`config.mk`:
```
export PLATFORM = sky130hd
export DESIGN_NAME = uart_cmd_parser
export DESIGN_NICKNAME = d
export VERILOG_FILES = /design/src/rtl/uart_cmd_pkg.sv /design/src/rtl/cmd_timer.sv /design/src/rtl/uart_cmd_parser.sv
export SDC_FILE = /design/constraint.sdc
export NUM_CORES = 1
export LEC_CHECK = 0
export CAP_MARGIN = 20
export CORE_MARGIN = 2
export CORE_UTILIZATION = 44
export DETAILED_ROUTE_END_ITERATION = 12
export PLACE_DENSITY = 0.78
export SYNTH_ARGS = -nofsm -noshare
export SYNTH_HDL_FRONTEND = slang
export SYNTH_HIERARCHICAL = 1
export SYNTH_SLANG_ARGS = --single-unit
```
`constraint.sdc`:
```
create_clock -name clk -period 1.83 [get_ports clk]
set_input_delay 0.2745 -clock clk [delete_from_list [all_inputs] [get_ports clk]]
set_output_delay 0.2745 -clock clk [all_outputs]
set_load 0.05 [all_outputs]
```
`src/rtl/uart_cmd_pkg.sv`:
```
// Shared types and constants for the UART command parser: FSM states,
// command/response byte codes and the default argument timeout.
package uart_cmd_pkg;

  typedef enum logic [2:0] {
    IDLE      = 3'd0,
    WAIT_ARG  = 3'd1,
    RESP_WAIT = 3'd2,
    RESP_SEND = 3'd3,
    RESP_DONE = 3'd4
  } state_e;

  localparam logic [7:0] CHAR_M = 8'h4D;
  localparam logic [7:0] CHAR_R = 8'h52;
  localparam logic [7:0] CHAR_1 = 8'h31;
  localparam logic [7:0] CHAR_K = 8'h4B;
  localparam logic [7:0] CHAR_E = 8'h45;

  localparam int unsigned CMD_TIMEOUT_CLKS_DEF = 17360;

  // Move arguments are the ASCII digits '1'..'9'
  function automatic logic is_cell_digit(input logic [7:0] b);
    return (b >= CHAR_1) && (b <= (CHAR_1 + 8'd8));
  endfunction

endpackage

```
`src/rtl/cmd_timer.sv`:
```
// Argument timeout: a down-counter loaded by clear and decremented while
// enabled; expired flags the terminal count on an enabled cycle.
module cmd_timer #(
  parameter int unsigned LOAD = 17360
) (
  input  logic clk,
  input  logic reset,
  input  logic clear,
  input  logic enable,
  output logic expired
);

  localparam int unsigned W = (LOAD > 1) ? $clog2(LOAD) : 1;
  localparam logic [W-1:0] LOAD_M1 = W'(LOAD - 1);

  logic [W-1:0] count_q, count_d;

  always_comb begin
    count_d = count_q;
    if (clear) begin
      count_d = LOAD_M1;
    end else if (enable && (count_q != '0)) begin
      count_d = count_q - W'(1);
    end
  end

  always_ff @(posedge clk or posedge reset) begin
    if (reset) begin
      count_q <= '0;
    end else begin
      count_q <= count_d;
    end
  end

  // Loaded with LOAD-1, so zero is reached on the LOAD-th enabled cycle
  assign expired = enable && !clear && (count_q == '0);

endmodule

```
`src/rtl/uart_cmd_parser.sv`:
```
// Byte-level command parser between uart_rx and uart_tx for the game board.
// Define UART_CMD_TIMEOUT_EN to abort a pending 'M' after CMD_TIMEOUT_CLKS idle clocks.
//
//   state     | meaning
//   IDLE      | waiting for a command byte
//   WAIT_ARG  | 'M' received, waiting for the cell digit
//   RESP_WAIT | response latched, waiting for uart_tx to go idle
//   RESP_SEND | tx_data_valid pulse cycle
//   RESP_DONE | waiting for tx_done
module uart_cmd_parser
  import uart_cmd_pkg::*;
#(
  parameter int unsigned CMD_TIMEOUT_CLKS = CMD_TIMEOUT_CLKS_DEF
) (
  input  logic       clk,
  input  logic       reset,
  input  logic       rx_data_valid,
  input  logic [7:0] rx_byte,
  input  logic       tx_active,
  input  logic       tx_done,
  output logic       tx_data_valid,
  output logic [7:0] tx_byte,
  output logic       move_valid,
  output logic [3:0] move_cell,
  output logic       game_reset,
  output logic       cmd_error,
  output logic       busy
);

  state_e     state_q, state_d;
  logic [7:0] tx_byte_q, tx_byte_d;
  logic [3:0] move_cell_q, move_cell_d;
  logic       tx_data_valid_q, tx_data_valid_d;
  logic       move_valid_q, move_valid_d;
  logic       game_reset_q, game_reset_d;
  logic       cmd_error_q, cmd_error_d;
  logic       timeout;

`ifdef UART_CMD_TIMEOUT_EN
  logic timer_clear, timer_en;

  assign timer_clear = (state_q == IDLE) && rx_data_valid && (rx_byte == CHAR_M);
  assign timer_en    = (state_q == WAIT_ARG);

  cmd_timer #(.LOAD(CMD_TIMEOUT_CLKS)) u_cmd_timer (
    .clk     (clk),
    .reset   (reset),
    .clear   (timer_clear),
    .enable  (timer_en),
    .expired (timeout)
  );
`else
  assign timeout = 1'b0;
`endif

  always_comb begin
    state_d         = state_q;
    tx_byte_d       = tx_byte_q;
    move_cell_d     = move_cell_q;
    tx_data_valid_d = 1'b0;
    move_valid_d    = 1'b0;
    game_reset_d    = 1'b0;
    cmd_error_d     = 1'b0;
    case (state_q)
      IDLE: begin
        if (rx_data_valid) begin
          if (rx_byte == CHAR_M) begin
            state_d = WAIT_ARG;
          end else if (rx_byte == CHAR_R) begin
            game_reset_d = 1'b1;
            tx_byte_d    = CHAR_K;
            state_d      = RESP_WAIT;
          end else begin
            cmd_error_d = 1'b1;
            tx_byte_d   = CHAR_E;
            state_d     = RESP_WAIT;
          end
        end
      end
      WAIT_ARG: begin
        // A byte landing on the timeout cycle wins over the timeout
        if (rx_data_valid) begin
          if (is_cell_digit(rx_byte)) begin
            move_valid_d = 1'b1;
            move_cell_d  = 4'(rx_byte - CHAR_1);
            tx_byte_d    = CHAR_K;
          end else begin
            cmd_error_d = 1'b1;
            tx_byte_d   = CHAR_E;
          end
          state_d = RESP_WAIT;
        end else if (timeout) begin
          cmd_error_d = 1'b1;
          tx_byte_d   = CHAR_E;
          state_d     = RESP_WAIT;
        end
      end
      RESP_WAIT: begin
        if (!tx_active) begin
          tx_data_valid_d = 1'b1;
          state_d         = RESP_SEND;
        end
      end
      RESP_SEND: state_d = RESP_DONE;
      RESP_DONE: begin
        if (tx_done) state_d = IDLE;
      end
      default: state_d = IDLE;
    endcase
  end

  always_ff @(posedge clk or posedge reset) begin
    if (reset) begin
      state_q         <= IDLE;
      tx_byte_q       <= 8'h00;
      move_cell_q     <= 4'd0;
      tx_data_valid_q <= 1'b0;
      move_valid_q    <= 1'b0;
      game_reset_q    <= 1'b0;
      cmd_error_q     <= 1'b0;
    end else begin
      state_q         <= state_d;
      tx_byte_q       <= tx_byte_d;
      move_cell_q     <= move_cell_d;
      tx_data_valid_q <= tx_data_valid_d;
      move_valid_q    <= move_valid_d;
      game_reset_q    <= game_reset_d;
      cmd_error_q     <= cmd_error_d;
    end
  end

  assign tx_data_valid = tx_data_valid_q;
  assign tx_byte       = tx_byte_q;
  assign move_valid    = move_valid_q;
  assign move_cell     = move_cell_q;
  assign game_reset    = game_reset_q;
  assign cmd_error     = cmd_error_q;
  assign busy          = (state_q == RESP_WAIT) || (state_q == RESP_SEND) ||
                         (state_q == RESP_DONE);

endmodule

```
== After elaboration in Yosys (flattened, before gate mapping) ==
Index checks and enable logic that the tools add are counted.

* Bitwise logic cells: 0
* $lt $le $gt $ge: 2
* Reduce and logical (&&, ||, !) cells: 8
* $mul: 0
* Shifts and indexed selects: 0
* Multiplexer cells: 27
* Divide/modulo/power cells: 0
* Equality and inequality tests: 11
* Add/subtract/negate cells: 1

{| class="wikitable"
|+ Operators by type and width
! operator !! number
|-
| 8-bit 2-to-1 mux || 3
|-
| 8-bit by 7-bit equality test with 1-bit output, second input constant || 2
|-
| 8-bit one-hot mux with 2 select lines || 1
|-
| 3-bit one-hot mux with 5 select lines || 1
|-
| 1-bit 2-to-1 mux || 14
|-
| 3-bit 2-to-1 mux || 4
|-
| 2-bit inequality test, second input constant || 5
|-
| 8-bit by 6-bit >= comparator with 1-bit output, second input constant || 1
|-
| 8-bit by 6-bit <= comparator with 1-bit output, second input constant || 1
|-
| 4-bit 2-to-1 mux || 2
|-
| 4-bit AND reduction || 2
|-
| 3-bit by 2-bit equality test with 1-bit output, second input constant || 2
|-
| 4-bit by 1-bit subtractor with 4-bit output, second input constant || 1
|-
| 3-bit by 1-bit equality test with 1-bit output, second input constant || 1
|-
| 3-bit equality test, second input constant || 1
|-
| 3-bit logical NOT || 1
|-
| 3-bit AND reduction || 1
|-
| 1-bit logical OR || 2
|-
| 2-bit 2-to-1 mux || 1
|-
| 1-bit one-hot mux with 2 select lines || 1
|-
| 2-bit nonzero test || 1
|-
| 1-bit logical AND || 1
|}

* Input bits: 13
* Bits in writable memories: 0
* Latch bits: 0
* Word-level logic and storage cells: 56
* Output and inout bits: 17
* Register bits: 19
* Memories kept: 0
* ROM bits: 0

== Logic depth before layout (Yosys ltp) ==
* Depth in word-level cells: 5
* Gate-level depth with buffers: 7
* Mapped depth without buffers: 6

== Worst setup path after synthesis ==
OpenSTA, ideal clock, no wires.

* Kind: input -> register
* From: input rx_byte[0]
* To: register move_cell_q[0] (netlist: move_cell[0])
* Data arrival time: 1.529 ns
* Required time: 1.705 ns
* Cell stages on the path: 7
* Path slack: 0.176 ns
* Library setup time: 0.125 ns
* Buffers on the path: 1
* Cells stage by stage: inv_1 > ha_1 > nor2b_1 > mux2i_1 > and3_4 > buf_6 > mux2_4

* Cells in the longest elaborated chain, start to end: 3
* Elaborated cells on any way between the ends: 5
* Classes of those cells: 1 x add/sub; 2 x order compare; 2 x reduce/logical

{| class="wikitable"
|+ Ends and longest elaborated chain
! item !! line !! text
|-
| start: declaration || uart_cmd_parser.sv:18 || <nowiki>input logic [7:0] rx_byte,</nowiki>
|-
| 8-bit by 6-bit >= comparator with 1-bit output / 8-bit by 6-bit <= comparator with 1-bit output (equally long branches) || uart_cmd_pkg.sv:23 || <nowiki>return (b >= CHAR_1) && (b <= (CHAR_1 + 8'd8));</nowiki>
|-
| 1-bit logical AND || uart_cmd_pkg.sv:23 ||
|-
| 3-bit AND reduction (no line) || - ||
|-
| end signal: assignment || uart_cmd_parser.sv:124 || <nowiki>move_cell_q <= move_cell_d;</nowiki>
|-
| end: declaration || uart_cmd_parser.sv:32 || <nowiki>logic [3:0] move_cell_q, move_cell_d;</nowiki>
|}

Several ways; a longest one is shown, not always the timed one.
A chain may end at the register's enable or synchronous reset.

== Final worst setup path ==
* From: input rx_byte[0]
* To: register move_cell_q[2] (netlist: move_cell[2])

The elaborated chain is that of the path after synthesis.

==> out/qor.yml <==
clock_network:
  cts_buffer_depth: 2
  ctsHtreeMaxLevel: 1
  cts_tree: "built"
  root_buffer: "clkbuf_4"
  cts.sinks: 14
  insertion_delay_ns: 0.27
  clk_pin_slew_ns: 0.08
  post-cts-setup-buffers: 0
  numCtsBuffers: 3
sta:
  slew_viol_final: 0
  fmax_mhz: 563.6
  hold_viol: 0
  setup-violations-final: 0
  fin_crit_ns: 1.774
  timing.hold.ws_ns: 0.3336
  max_slew.worst_pin.slew_ns: 0.5413
  fin_crit_sh: 0.9695
  fin_setup_tns_ns: 0
  rsz0062_at_grt: "false"
  setup_slack_ns: 0.05577
  fin_worst_skew_ns: 0.001049
  slew_headroom: 0.6387
global_route:
  grt_use_total: 0.1648
  antenna_found_initial: 0
  overflow: 0
  grt_pass1_vias: 619
  grt_start_max_net_pins: 15
  grt_pass1_wl_mm: 2.622
worst_setup_path:
  crit_arrival_ns: 1.94
  cp-start-kind: "input port"
  r2r_cells: 4
  r2r-end: "move_cell[2]$_DFFE_PP0P_"
  critical_path_class: "in -> reg"
  startpoint: "rx_byte[0]"
  r2r-start: "state_q[2]$_DFFE_PP0P_"
  crit_path_max_fanout: 4
  reg2reg_setup_slack_ns: 0.32
  cp-end-kind: "register"
  crit_end: "move_cell[2]$_DFFE_PP0P_"
  worstPathRequired_ns: 1.99
layout:
  fin_nets: 133
  synthToLayoutAreaGrowth_pct: 45.03
  multi_input_area_um2: 431.7
  antennaDiodeCount: 0
  fillCellCount: 141
  finalInstanceArea_um2: 1241
  drive_gt1_frac: 0.3130
  regArea_um2: 350.3
status:
  status: "completed"
floorplanning:
  die_area_um2: 2314
  core_um2: 1783
  die_h_um: 48.10
  boundaryPins: 30
  initial_core_util: 0.4800
  die_w_um: 48.10
  rows: 15
detailed_routing:
  via_per_inst: 4.729
  wl_mm: 1.645
  vias: 662
  wl_per_cell_um: 11.75
  drt_first_pass_iters: 4
  drtIter0Drc: 5
  antenna_left: 0
  drc_errors: 0
run:
  max_cap_violations: 0
synth:
  avgSynthCellArea_um2: 10.97
  synth-seq-area-share: 0.4094
  yosys_warnings: 6
  synth.top_cell.area_share: 0.4094
  ys_types: 33
  yosys.area.top_type: "dfrtp_1"
  syn_area_um2: 855.8
  synth_seq_cells: 14
  yosys-top-cells-area: "dfrtp_1 (41%), buf_4 (5.3%), mux2_4 (5.3%)"
  syn_inst: 78
placement:
  place.port_buffers: 26
  dp_hpwl_mm: 1.315
  dpl_cell_area_um2: 1199
  dpl_worst_slack_ns: -0.2369
  gp_congestion: 0.8143
pwr:
  p_leak_nw: 0.5420
  vdd_drop_max_uv: 1053
  p_per_area_nw_per_um2: 1235
hold_path:
  hold_class: "in -> async"
[cell usage after synthesis, drive strengths merged]
cell type / instances
dfrtp: 14
nor2b: 3
o31ai: 1
nor3: 5
a211oi: 2
mux2: 4
nor3b: 3
and4bb: 1
o21ai: 1
a21oi: 2
nand2: 3
nand3b: 1
nor4: 1
nand3: 1
or4bb: 1
ha: 3
nand4b: 2
xor2: 2
nor2: 3
or3: 1
inv: 6
conb: 1
o21a: 1
and3: 2
a21o: 1
or3b: 1
nand2b: 1
mux2i: 2
buf: 9
[sequential cells by signal (all words and copies together) (netlist names)]
name / cells
state_q: 3
tx_data_valid: 1
move_valid: 1
cmd_error: 1
game_reset: 1
tx_byte: 3
move_cell: 4
[worst min path at each step]
stage / end / depth (start not counted) / start / slack, ns
after floorplan: cmd_error$_DFF_PP0_ / 1 / reset / 0.16
after global placement: tx_byte[2]$_DFFE_PP0P_ / 1 / tx_byte[2]$_DFFE_PP0P_ / 0.46
after detailed placement: tx_byte[0]$_DFFE_PP0P_ / 1 / tx_byte[0]$_DFFE_PP0P_ / 0.48
after CTS: tx_byte[3]$_DFFE_PP0P_ / 2 / reset / 0.35
after global routing: tx_byte[3]$_DFFE_PP0P_ / 2 / reset / 0.37
final: tx_byte[2]$_DFFE_PP0P_ / 2 / reset / 0.33
[power breakdown]
part / switching (W) / internal (W)
Clock: 0.0000938 / 0.0000763
Sequential: 0.0000554 / 0.000394
Combinational: 0.000527 / 0.000386
Total: 0.000677 / 0.000856
[kinds of logic (layout without fill, tap and decap cells)]
logic type | after synthesis | after routing | synth area share
simple gates | 29 | 29 | 0.2471
buf+inv | 15 | 50 | 0.1184
flops | 14 | 14 | 0.4094
compound gates | 8 | 8 | 0.06725
mux | 6 | 6 | 0.08918
fa+ha+maj | 3 | 3 | 0.04386
xor+xnor | 2 | 2 | 0.02047
other cells | 1 | 3 | 0.004382
[critical path, stage by stage]
cell and delay, ns:
clkdlybuf4s50_1 0.44, inv_2 0.09, ha_2 0.19, nor2b_4 0.15, mux2i_2 0.24, and3_4 0.26, mux2_4 0.30
[through the flow]
stage               utilization  std cells  total power (W)
floorplan                     -         80         0.001084
detailed placement       0.6723        137         0.001366
CTS                      0.6849        140         0.001538
finish                   0.6961        140         0.001532
global route             0.6961        140         0.001614
global placement         0.6723        137         0.001345
[timing repair]
action,CTS,global route
resized for setup,0,7
hold buffers,0,0
setup endpoints to repair,0,5
[metal layers]
| metal | up-vias | wire [um] | global-route usage |
|---|---|---|---|
| met5 | - | 0 | 0 |
| met4 | 0 | 38 | 0.09730 |
| met3 | 5 | 69 | 0.02963 |
| met2 | 22 | 768 | 0.2693 |
| met1 | 300 | 769 | 0.2018 |
| li1 | 335 | - | - |
[layout make-up]
cell class,count,share of cell area
well taps,25,0.02520
repair buffers,41,0.3085
inverters,6,0.01815
clock buffers,3,0.01815
multi-input cells,51,0.3478
flip-flops and latches,14,0.2823
[cell usage in the layout, fill, tap and decap left out, types with 2 or more instances in the layout]
| cell type | n |
|---|---|
| clkdlybuf4s50_1 | 25 |
| buf_4 | 15 |
| dfrtp_1 | 14 |
| nor3_1 | 5 |
| inv_1 | 4 |
| nand2_1 | 3 |
| nor2_1 | 3 |
| mux2_4 | 3 |
| conb_1 | 3 |
| clkbuf_4 | 3 |
| nor2b_1 | 2 |
| xor2_1 | 2 |
| and3_4 | 2 |
| nand4b_1 | 2 |
| a211oi_1 | 2 |
| a21oi_1 | 2 |
| inv_2 | 2 |
| ha_1 | 2 |
Power figures use the tool's default switching activity.
==> variant: new RTL, same flow settings <==
The option `UART_CMD_TIMEOUT_EN` is turned on by a define.
--- a/src/rtl/uart_cmd_parser.sv
+++ b/src/rtl/uart_cmd_parser.sv
@@ -7,6 +7,8 @@
 //   RESP_WAIT | response latched, waiting for uart_tx to go idle
 //   RESP_SEND | tx_data_valid pulse cycle
 //   RESP_DONE | waiting for tx_done
+`define UART_CMD_TIMEOUT_EN
+
 module uart_cmd_parser
   import uart_cmd_pkg::*;
 #(
Formal check against the unedited RTL: no difference found for any inputs over 10 cycles, from zero or initial values and one cycle with reset high; that may be too few to reach the edited logic, so the function may still have changed.
==> variant against the original RTL <==
- the flow now finishes with violations (setup timing)
- core utilization increased by 7.6 points
- synthesized area increased by 99%
- largest power group unchanged
- clock power increased to 4.0 times the old value
- routed wire length increased to 3.0 times the old value
- power increased by 110%
- design area increased by 130%
- die area increased by 89%
- critical endpoint is now tx_byte[2]
- setup slack got worse by 0.49 ns
- sequential cell count increased by 15
==> variant: results (changes against the original RTL) <==
final_layout:
  largest_register: "u_cmd_timer/count_q"
  nFillCells: 236  # +67%
  final_nets: 272  # +100%
  largest_reg_flops: 15  # +11
  drive_gt1_frac: 0.500  # +0.187
run_status:
  status: "finished, violations left"
  violations: "setup timing"
grt:
  grtUsageMet1: 0.271  # +0.0693
  use_met2: 0.418  # +0.148
  met3_usage: 0.0341  # +0.00444
  grt_pass1_vias: 1704  # +180%
  grt_max_degree: 17  # +2
  grt_pass1_wl_um: 7710  # +190%
  grt_use_total: 0.231  # +0.0664
worst_setup_path:
  cpPeakStageDelay_ns: 0.57  # +0.13 ns
  slowest_stage: "or4_4"
  path_max_fanout: 3  # -1
  cp.arrival_ns: 2.43  # +0.49 ns
route:
  dr.pass1.iters: 5  # +1
  drt-initial-drc-count: 91  # +86
  vias: 1619  # +140%
cts:
  cts_buffers: 5  # +2
  clk_latency_ns: 0.28
  cts-root-buf: "clkbuf_8"
  path_clk_slew_ns: 0.06  # -0.02 ns
  htreeDepth: 2  # +1
power_and_ir_drop:
  sw_frac_of_total: 0.373  # -0.0686
  clkPwrFrac: 0.210  # +0.099
  peakVddDrop_v: 0.00105  # -0.69%
  pwr-share-seq: 0.277  # -0.016
  leakage_nw: 1.27  # +130%
place:
  dp_hpwl_um: 3130  # +140%
  gp_congestion: 0.881  # +8.2%
  pre_cts_ws_ns: -0.483  # -0.247 ns
synth:
  synthTopCellsByArea: "dfrtp_1, o41ai_4, ha_1, a21oi_1, mux2_4"
  ys_types: 55  # +67%
  ys_seq_area_frac: 0.427  # +0.0174
  ys_top_cells_by_count: "dfrtp_1, a21oi_1, inv_1"
timing:
  worst_slack_ns: -0.435  # -0.491 ns
  tightest_slew_ns: 0.618  # +0.0764 ns
  final-setup-viol-count: 20  # +20
  fin_skew_ns: 0.00443  # +0.00338 ns
[variant: cell types whose count changed in the layout (fill, tap and decap cells not counted), moves of 3 or more]
cell      before  now
clkbuf_8       0    6
dfrtp_1       14   29
inv_1          4    7
o21ai_2        0    3
nand2b_1       1    5
buf_6          0   14
a21oi_1        2    5
or4_4          0    4
clkbuf_4       3    0
a21oi_2        0    4
buf_4         15   56
[variant: worst paths after layout]
path | start | to | slack [ns] | depth (start not counted)
max reg2reg | u_cmd_timer/count_q[3] | tx_byte[2] | -0.43 | 7
max in group asynchronous | reset | u_cmd_timer/count_q[11] | 1.03 | 2
min | reset | move_valid | 0.38 | 2
min reg2reg | tx_byte[0] | tx_byte[0] | 0.51 | 1
min in group clk | rx_byte[0] | move_cell[1] | 0.50 | 4
max | u_cmd_timer/count_q[3] | tx_byte[2] | -0.43 | 7
[variant: metal layers]
layer | vias to the layer above | share of wire | routed length [um]
li1 | 772 | - | -
met2 | 39 | 0.54 | 2690
met1 | 798 | 0.40 | 2000
met3 | 10 | 0.034 | 171
met5 | - | 0 | 0
met4 | 0 | 0.019 | 95
[variant: worst max-delay path: cells and delay by family, from the launching register on]
kind / cells / cell delay (ns)
DFF: 1 / 0.39
buffers and inverters: 1 / 0.10
AOI/OAI and AO/OA: 3 / 0.51
and+or+nand+nor: 3 / 1.15
[variant: what timing repair did]
action,in CTS,in global routing
endpoints found under the setup margin,23,25
pin swaps,18,18
buffers inserted,10,8
gates resized for setup,23,29
[variant: layout make-up]
cell class | count | area share
flip-flops and latches | 29 | 0.255
clock inverters | 1 | 0.0105
repair buffers | 96 | 0.298
clock buffers | 7 | 0.0303
well taps | 48 | 0.0211
inverters | 9 | 0.0119
multi-input cells | 114 | 0.373
[variant: through the flow]
stage / instances / TNS, ns / area [um2] / total power [mW] / utilization
after floorplan: 160 / -1.92 / 1750 / 1.69 / -
after CTS: 298 / -2.79 / 2700 / 3.09 / 0.732
final: 304 / -4.04 / 2850 / 3.25 / 0.772
after global routing: 304 / -5.39 / 2850 / 3.42 / 0.772
after global placement: 280 / -3.93 / 2420 / 2.22 / 0.657
after detailed placement: 280 / -4.99 / 2420 / 2.29 / 0.657
[variant: kinds of logic (layout without fill, tap and decap cells)]
family | after synthesis | in the layout | synth area share
adders and majority gates | 4 | 4 | 0.0294
muxes | 7 | 7 | 0.0508
AOI/OAI and AO/OA | 35 | 35 | 0.173
and+or+nand+nor | 60 | 60 | 0.242
other | 1 | 3 | 0.00221
xor gates and xnor gates | 5 | 5 | 0.0258
buffers and inverters | 17 | 113 | 0.0500
DFF | 29 | 29 | 0.427
